File: config.mk
export PLATFORM = sky130hd
export DESIGN_NAME = wb_stage
export DESIGN_NICKNAME = d
export VERILOG_FILES = /design/src/rtl/wb_stage.sv
export SDC_FILE = /design/constraint.sdc
export NUM_CORES = 1
export LEC_CHECK = 0
export ABC_AREA = 1
export CAP_MARGIN = 20
export CELL_PAD_IN_SITES_DETAIL_PLACEMENT = 0
export CELL_PAD_IN_SITES_GLOBAL_PLACEMENT = 2
export CORE_ASPECT_RATIO = 1.75
export CORE_MARGIN = 8
export CORE_UTILIZATION = 26
export CTS_CLUSTER_SIZE = 28
export DETAILED_ROUTE_END_ITERATION = 7
export PLACE_DENSITY = 0.88
export SLEW_MARGIN = 20
export SYNTH_ARGS = -nofsm -noshare
export SYNTH_HDL_FRONTEND = slang
export SYNTH_SLANG_ARGS = --single-unit
File: constraint.sdc
create_clock -name clk -period 2 [get_ports clk]
set_clock_uncertainty 0.05 [all_clocks]
set_input_delay 0.4 -clock clk [delete_from_list [all_inputs] [get_ports clk]]
set_output_delay 0.4 -clock clk [all_outputs]
set_load 0.02 [all_outputs]
File: src/rtl/wb_stage.sv
// Write-back stage: MEM/WB register plus result select and register-file write port; optional retire counter under WB_RETIRE_COUNT_EN.
// Latency 1 cycle from capture to rf_* outputs; stall holds the slot (and its write), flush inserts a bubble.
module wb_stage #(
   parameter int XLEN = 32
) (
   input  logic            clk,
   input  logic            rst,
   input  logic            valid_in,
   input  logic            stall,
   input  logic            flush,
   input  logic            reg_write_in,
   input  logic            mem_to_reg_in,
   input  logic            lui_control_in,
   input  logic            jump_in,
   input  logic            jalr_in,
   input  logic [XLEN-1:0] alu_result_in,
   input  logic [XLEN-1:0] mem_data_in,
   input  logic [XLEN-1:0] pc_plus_4_in,
   input  logic [XLEN-1:0] lui_imm_in,
   input  logic [4:0]      rd_in,
   output logic            rf_we,
   output logic [4:0]      rf_waddr,
   output logic [XLEN-1:0] rf_wdata,
   output logic            wb_valid,
   output logic [31:0]     retire_count
);

   logic            valid_q;
   logic            reg_write_q;
   logic            mem_to_reg_q;
   logic            lui_control_q;
   logic            jump_q;
   logic            jalr_q;
   logic [XLEN-1:0] alu_result_q;
   logic [XLEN-1:0] mem_data_q;
   logic [XLEN-1:0] pc_plus_4_q;
   logic [XLEN-1:0] lui_imm_q;
   logic [4:0]      rd_q;

   // Flush only kills valid/write; the data fields are left as they were.
   always_ff @(posedge clk) begin
      if (rst) begin
         valid_q       <= 1'b0;
         reg_write_q   <= 1'b0;
         mem_to_reg_q  <= 1'b0;
         lui_control_q <= 1'b0;
         jump_q        <= 1'b0;
         jalr_q        <= 1'b0;
         alu_result_q  <= '0;
         mem_data_q    <= '0;
         pc_plus_4_q   <= '0;
         lui_imm_q     <= '0;
         rd_q          <= '0;
      end else if (flush) begin
         valid_q     <= 1'b0;
         reg_write_q <= 1'b0;
      end else if (!stall) begin
         valid_q       <= valid_in;
         reg_write_q   <= reg_write_in & valid_in;
         mem_to_reg_q  <= mem_to_reg_in;
         lui_control_q <= lui_control_in;
         jump_q        <= jump_in;
         jalr_q        <= jalr_in;
         alu_result_q  <= alu_result_in;
         mem_data_q    <= mem_data_in;
         pc_plus_4_q   <= pc_plus_4_in;
         lui_imm_q     <= lui_imm_in;
         rd_q          <= rd_in;
      end
   end

   // Link address wins over LUI, which wins over load data.
   always_comb begin
      rf_wdata = alu_result_q;
      if (jump_q || jalr_q)
         rf_wdata = pc_plus_4_q;
      else if (lui_control_q)
         rf_wdata = lui_imm_q;
      else if (mem_to_reg_q)
         rf_wdata = mem_data_q;
   end

   assign rf_we    = valid_q & reg_write_q & (rd_q != 5'd0);
   assign rf_waddr = rd_q;
   assign wb_valid = valid_q;

`ifdef WB_RETIRE_COUNT_EN
   logic [31:0] retire_cnt_q;

   // Counted at capture, so a stalled instruction is not counted twice.
   always_ff @(posedge clk) begin
      if (rst)
         retire_cnt_q <= '0;
      else if (valid_in && !stall && !flush)
         retire_cnt_q <= retire_cnt_q + 32'd1;
   end

   assign retire_count = retire_cnt_q;
`else
   assign retire_count = 32'd0;
`endif

endmodule

Yosys cells after proc, flatten, opt, wreduce, memory -nomap -nowiden
Index checks and enable logic that the tools add are counted.
{"block": "totals", "ff_bits": 139, "input_bits": 143, "out_inout_bits": 71, "word_cells": 23}
{"block": "classes", "n_mux": 3, "bitwise": 5, "reduce_logical": 4}
{"operator": "two-way mux 32 bit", "n": 3}
{"operator": "nonzero test 5 bit", "n": 1}
{"operator": "bitwise AND 1 bit", "n": 3}
{"operator": "inverter 1 bit", "n": 2}
{"operator": "AND reduction 2 bit", "n": 1}
{"operator": "OR reduction 2 bit", "n": 1}
{"operator": "logical OR 1 bit", "n": 1}

Depth between registers and ports, before layout
{"block": "logic_depth", "depth_word": 3, "ltp_mapped": 7, "depth_no_buf": 5}

Worst setup path after synthesis
Ideal clock, no wire load.
{"block": "synth_path", "kind": "register -> output", "from": "reg jump_q", "to": "out rf_wdata[11]", "arrival_time_ns": 1.035, "t_required_ns": 1.550, "setup_slack_ns": 0.515, "stages_incl_launch_ff": 6, "n_path_buf": 1, "path_cell_list": "dfxtp_1 -> inv_1 -> nand2_1 -> clkbuf_1 -> nand2_1 -> nand2_1"}
{"block": "synth_between", "elab_chain_cells": 2}
{"item": "start: declaration", "line": "32", "text": "logic jump_q;"}
{"item": "start signal: assignment", "line": "62", "text": "jump_q <= jump_in;"}
{"item": "logical OR 1 bit", "line": "75", "text": "if (jump_q || jalr_q)"}
{"item": "two-way mux 32 bit", "line": "75"}
{"item": "end: declaration", "line": "23", "text": "output logic [XLEN-1:0] rf_wdata,"}
No other way between the ends.

Worst setup path after layout
{"block": "layout_path", "from": "reg lui_control_q", "to": "out rf_wdata[19]"}
{"block": "layout_between", "elab_chain_cells": 2}
{"item": "start: declaration", "line": "31", "text": "logic lui_control_q;"}
{"item": "start signal: assignment", "line": "61", "text": "lui_control_q <= lui_control_in;"}
{"item": "two-way mux 32 bit", "line": "77", "text": "else if (lui_control_q)"}
{"item": "two-way mux 32 bit", "line": "75"}
No other way between the ends.

==> results.md <==
| Metric | This run |
| --- | --- |
| Antenna-violating nets left | 0 |
| Number of buffers between clock root and the deepest sink | 2 |
| CTS H-tree lvls | 4 |
| EDFF count, synth | 0 |
| CTS hold repair buffers | 0 |
| Total grt overflow | 0 |
| Hold_ws | 390.1 ps |
| First-pass GRT wire length | 37860 microns |
| Most common cell in the netlist | sky130_fd_sc_hd__nor2_1 |
| Fmax | 0.4962 GHz |
| Most numerous cell types in the synthesized netlist | sky130_fd_sc_hd__nor2_1, sky130_fd_sc_hd__nand2_1, sky130_fd_sc_hd__dfxtp_1, sky130_fd_sc_hd__nor3_1, sky130_fd_sc_hd__o21ai_0 |
| Crit path required time | 1550 ps |
| Area enclosed by the die boundary | 30450 sq um |
| Status | complete, but fails checks |
| Number of antenna violations at the first check in global routing | 1 |
| Average wire per cell in the routed design | 17.28 microns |
| Vias/cell | 4.553 |
| Synth Instances | 941 |
| Detailed Route WL | 24870 microns |
| Starting density of the core | 26.43% |
| Distinct cells, synth | 19 |
| Global-route total usage across every layer | 16.20% |
| Drc violations | 0 |
| Critical path capture point type | output pin |
| Critical register-to-register path endpoint | mem_to_reg_q |
| Clock tree from TritonCTS | built |
| Vias | 6552 |
| Clock latency of the later-clocked register in the worst-skew pair | 430 ps |
| Die Width | 135.4 microns |
| Class of the most critical hold timing path | primary input to flop |
| HPWL after DPL | 16990 microns |
| RSZ-0062 raised after global routing | yes |
| Worst EP arrival | 1570 ps |
| Share of the synthesized area in the top cell type | 42.92% |
| Startpoint of the worst-slack reg-to-reg timing path | mem_to_reg_q |
| Die height | 224.9 microns |
| Number of maximum-capacitance constraint violations | 0 |
| Sequential cell area fraction in the yosys report | 42.92% |
| Least-Margin Pin Slew | 519.4 ps |
| Worst reg-to-reg setup slack | 1060 ps |
| Pwr dens | 856.5 nW/um^2 |
| Period utilisation layout | 100.8% |
| Period minus WS final | 2015 ps |
| Utilization after layout | 40.38% |
| Worst Reg2Reg Path Length in Cells | 3 |
| Netlist area before placement | 6484 sq um |
| Buffer type at the clock tree root | sky130_fd_sc_hd__clkbuf_16 |
| Final setup violation count | 3 |
| Dominant cells by area after synthesis | sky130_fd_sc_hd__dfxtp_1, sky130_fd_sc_hd__nor2_1, sky130_fd_sc_hd__nor3_1 |
| Destination of the worst hold path | pc_plus_4_q[30] |
| Via count of the first global-routing pass | 6808 |
| Number of top-level pins | 214 |
| Std-Cell Rows | 76 |
| Remaining max-slew budget at the tightest pin | 65.37% |
| Violated checks | setup timing |
| Proportion of synthesized flip-flops having asynchronous set or reset | 0% |
| Hold path startpoint | stall |
| TritonCTS Buffers | 17 |
| Most frequently used flop master after synthesis | sky130_fd_sc_hd__dfxtp_1 |
| Total power | 8.485 mW |
| Critical-path maximum fanout | 10 |
| Leakage | 4.197 nW |
| Port buffer count | 181 |
| Clock transition time at the flip-flop clock pins of the worst setup and hold paths | 60 ps |
| Crit path setup slack, layout | -15.33 ps |
| Core box area | 24530 sq um |
| Register bit total from synthesis | 139 |
| Proportion of layout cells with a drive suffix above 1 | 17.76% |
| First-pass DRT Iterations | 5 |
| Maximum number of pins on one net before global-route repair | 88 |
| Setup crit start kind | flop |
| Max-slew violations | 0 |
| Type of the worst setup path | flop to output pin |
| Max rail drop VDD | 0.6038 mV |
| Routability Congestion | 0.7703 |
| Number of cells traversed by the worst hold path | 3 |
| YS warnings | 0 |
| Number of nets in the final layout | 1256 |
| # clock sinks | 139 |
| Layout Area Growth over Synthesis | 52.80% |
| Count of endpoints failing hold in the final timing report | 0 |
| Largest area contributor in the synthesized netlist | sky130_fd_sc_hd__dfxtp_1 |
| Initial drt markers | 262 |
| Mean post-synth cell area | 6.890 sq um |
## repair_timing
action                                  in CTS  in global routing
gates resized for setup                    248                 72
setup buffers                                3                  1
endpoints found under the setup margin      33                 32
pin swaps                                   16                 28
cloned                                       5                  2
## power by group
| part | leakage [nW] | internal [mW] | switching (mW) |
|---|---|---|---|
| combinational | 2.72 | 0.876 | 0.949 |
| clock | 0.330 | 2.35 | 1.25 |
| sequential | 1.15 | 2.95 | 0.112 |
| total | 4.20 | 6.18 | 2.31 |
## cell type report
type	instances	area [sq um]
Multi-Input combinational cell	713	3397
Clock buffer	22	484.2
Timing Repair Buffer	234	2611
Antenna cell	1	2.502
Clock inverter	10	186.4
Sequential cell	139	2793
Tap cell	312	390.4
Fill cell	2617	14630
Inverter	8	42.54
## logic make-up (layout without fill, tap and decap cells)
group                  Yosys count  in the layout  share of synthesized area, %
and+or+nand+nor                542            542                         34.87
AOI/OAI and AO/OA              139            139                         10.73
DFF                            139            139                         42.92
buffers and inverters          120            274                         11.42
other                            1             33                       0.05784
## cell usage in the layout, fill, tap and decap left out, drive strengths merged
cell type	count
nor2	204
nand2	166
clkdlybuf4s50	146
dfxtp	139
nor3	137
o21ai	137
buf	85
nand3	33
conb	32
clkbuf	24
inv	8
bufinv	5
clkinv	5
a21oi	2
diode	1
nand3b	1
or2	1
dlygate4sd2	1
## state kept, by name, summed over array words and instances, names as in the netlist
signal,flops
pc_plus_4_q,32
mem_to_reg_q,1
reg_write_q,1
lui_control_q,1
wb_valid,1
lui_imm_q,32
jump_q,1
alu_result_q,32
mem_data_q,32
jalr_q,1
rf_waddr,5
## through the flow
| stage | setup TNS [ps] | std cells | cell area [sq um] | setup WS [ps] |
|---|---|---|---|---|
| after floorplan | 0 | 972 | 6600 | 514.8 |
| after global placement | -509.9 | 1396 | 8588 | -58.87 |
| after detailed placement | -575.5 | 1396 | 8588 | -60.16 |
| after CTS | -249.2 | 1436 | 9624 | -39.80 |
| after global routing | -1287 | 1439 | 9907 | -108.8 |
| final | -22.33 | 1439 | 9907 | -15.33 |
## layer usage
layer  part of all wire, %  GRT usage, %  routed length [microns]
met5                     0             0                        0
met4                   2.8         6.443                      702
met3                   4.1         3.348                     1011
met2                    54         29.98                    13400
met1                    39         17.33                     9752
## worst max path at each step
stage / cells after the start / slack, ps / start / end
2_1_floorplan: 5 / 510 / jump_q / rf_wdata[11]
3_3_place_gp: 8 / -60 / jump_q / rf_wdata[2]
3_5_place_dp: 8 / -60 / lui_control_q / rf_wdata[3]
4_1_cts: 8 / -40 / lui_control_q / rf_wdata[19]
5_1_grt: 8 / -110 / lui_control_q / rf_wdata[19]
6_report: 8 / -20 / lui_control_q / rf_wdata[19]
## critical path, cell delays in order, from the launching register on
cell and delay, ps:
sky130_fd_sc_hd__dfxtp_4 360, sky130_fd_sc_hd__inv_8 80, sky130_fd_sc_hd__buf_12 140, sky130_fd_sc_hd__buf_6 100
sky130_fd_sc_hd__nor2_2 20, sky130_fd_sc_hd__nor2_1 120, sky130_fd_sc_hd__nand2_1 80, sky130_fd_sc_hd__nand2_1 80
sky130_fd_sc_hd__buf_6 120
No activity file was read; power rests on OpenSTA's default activity.
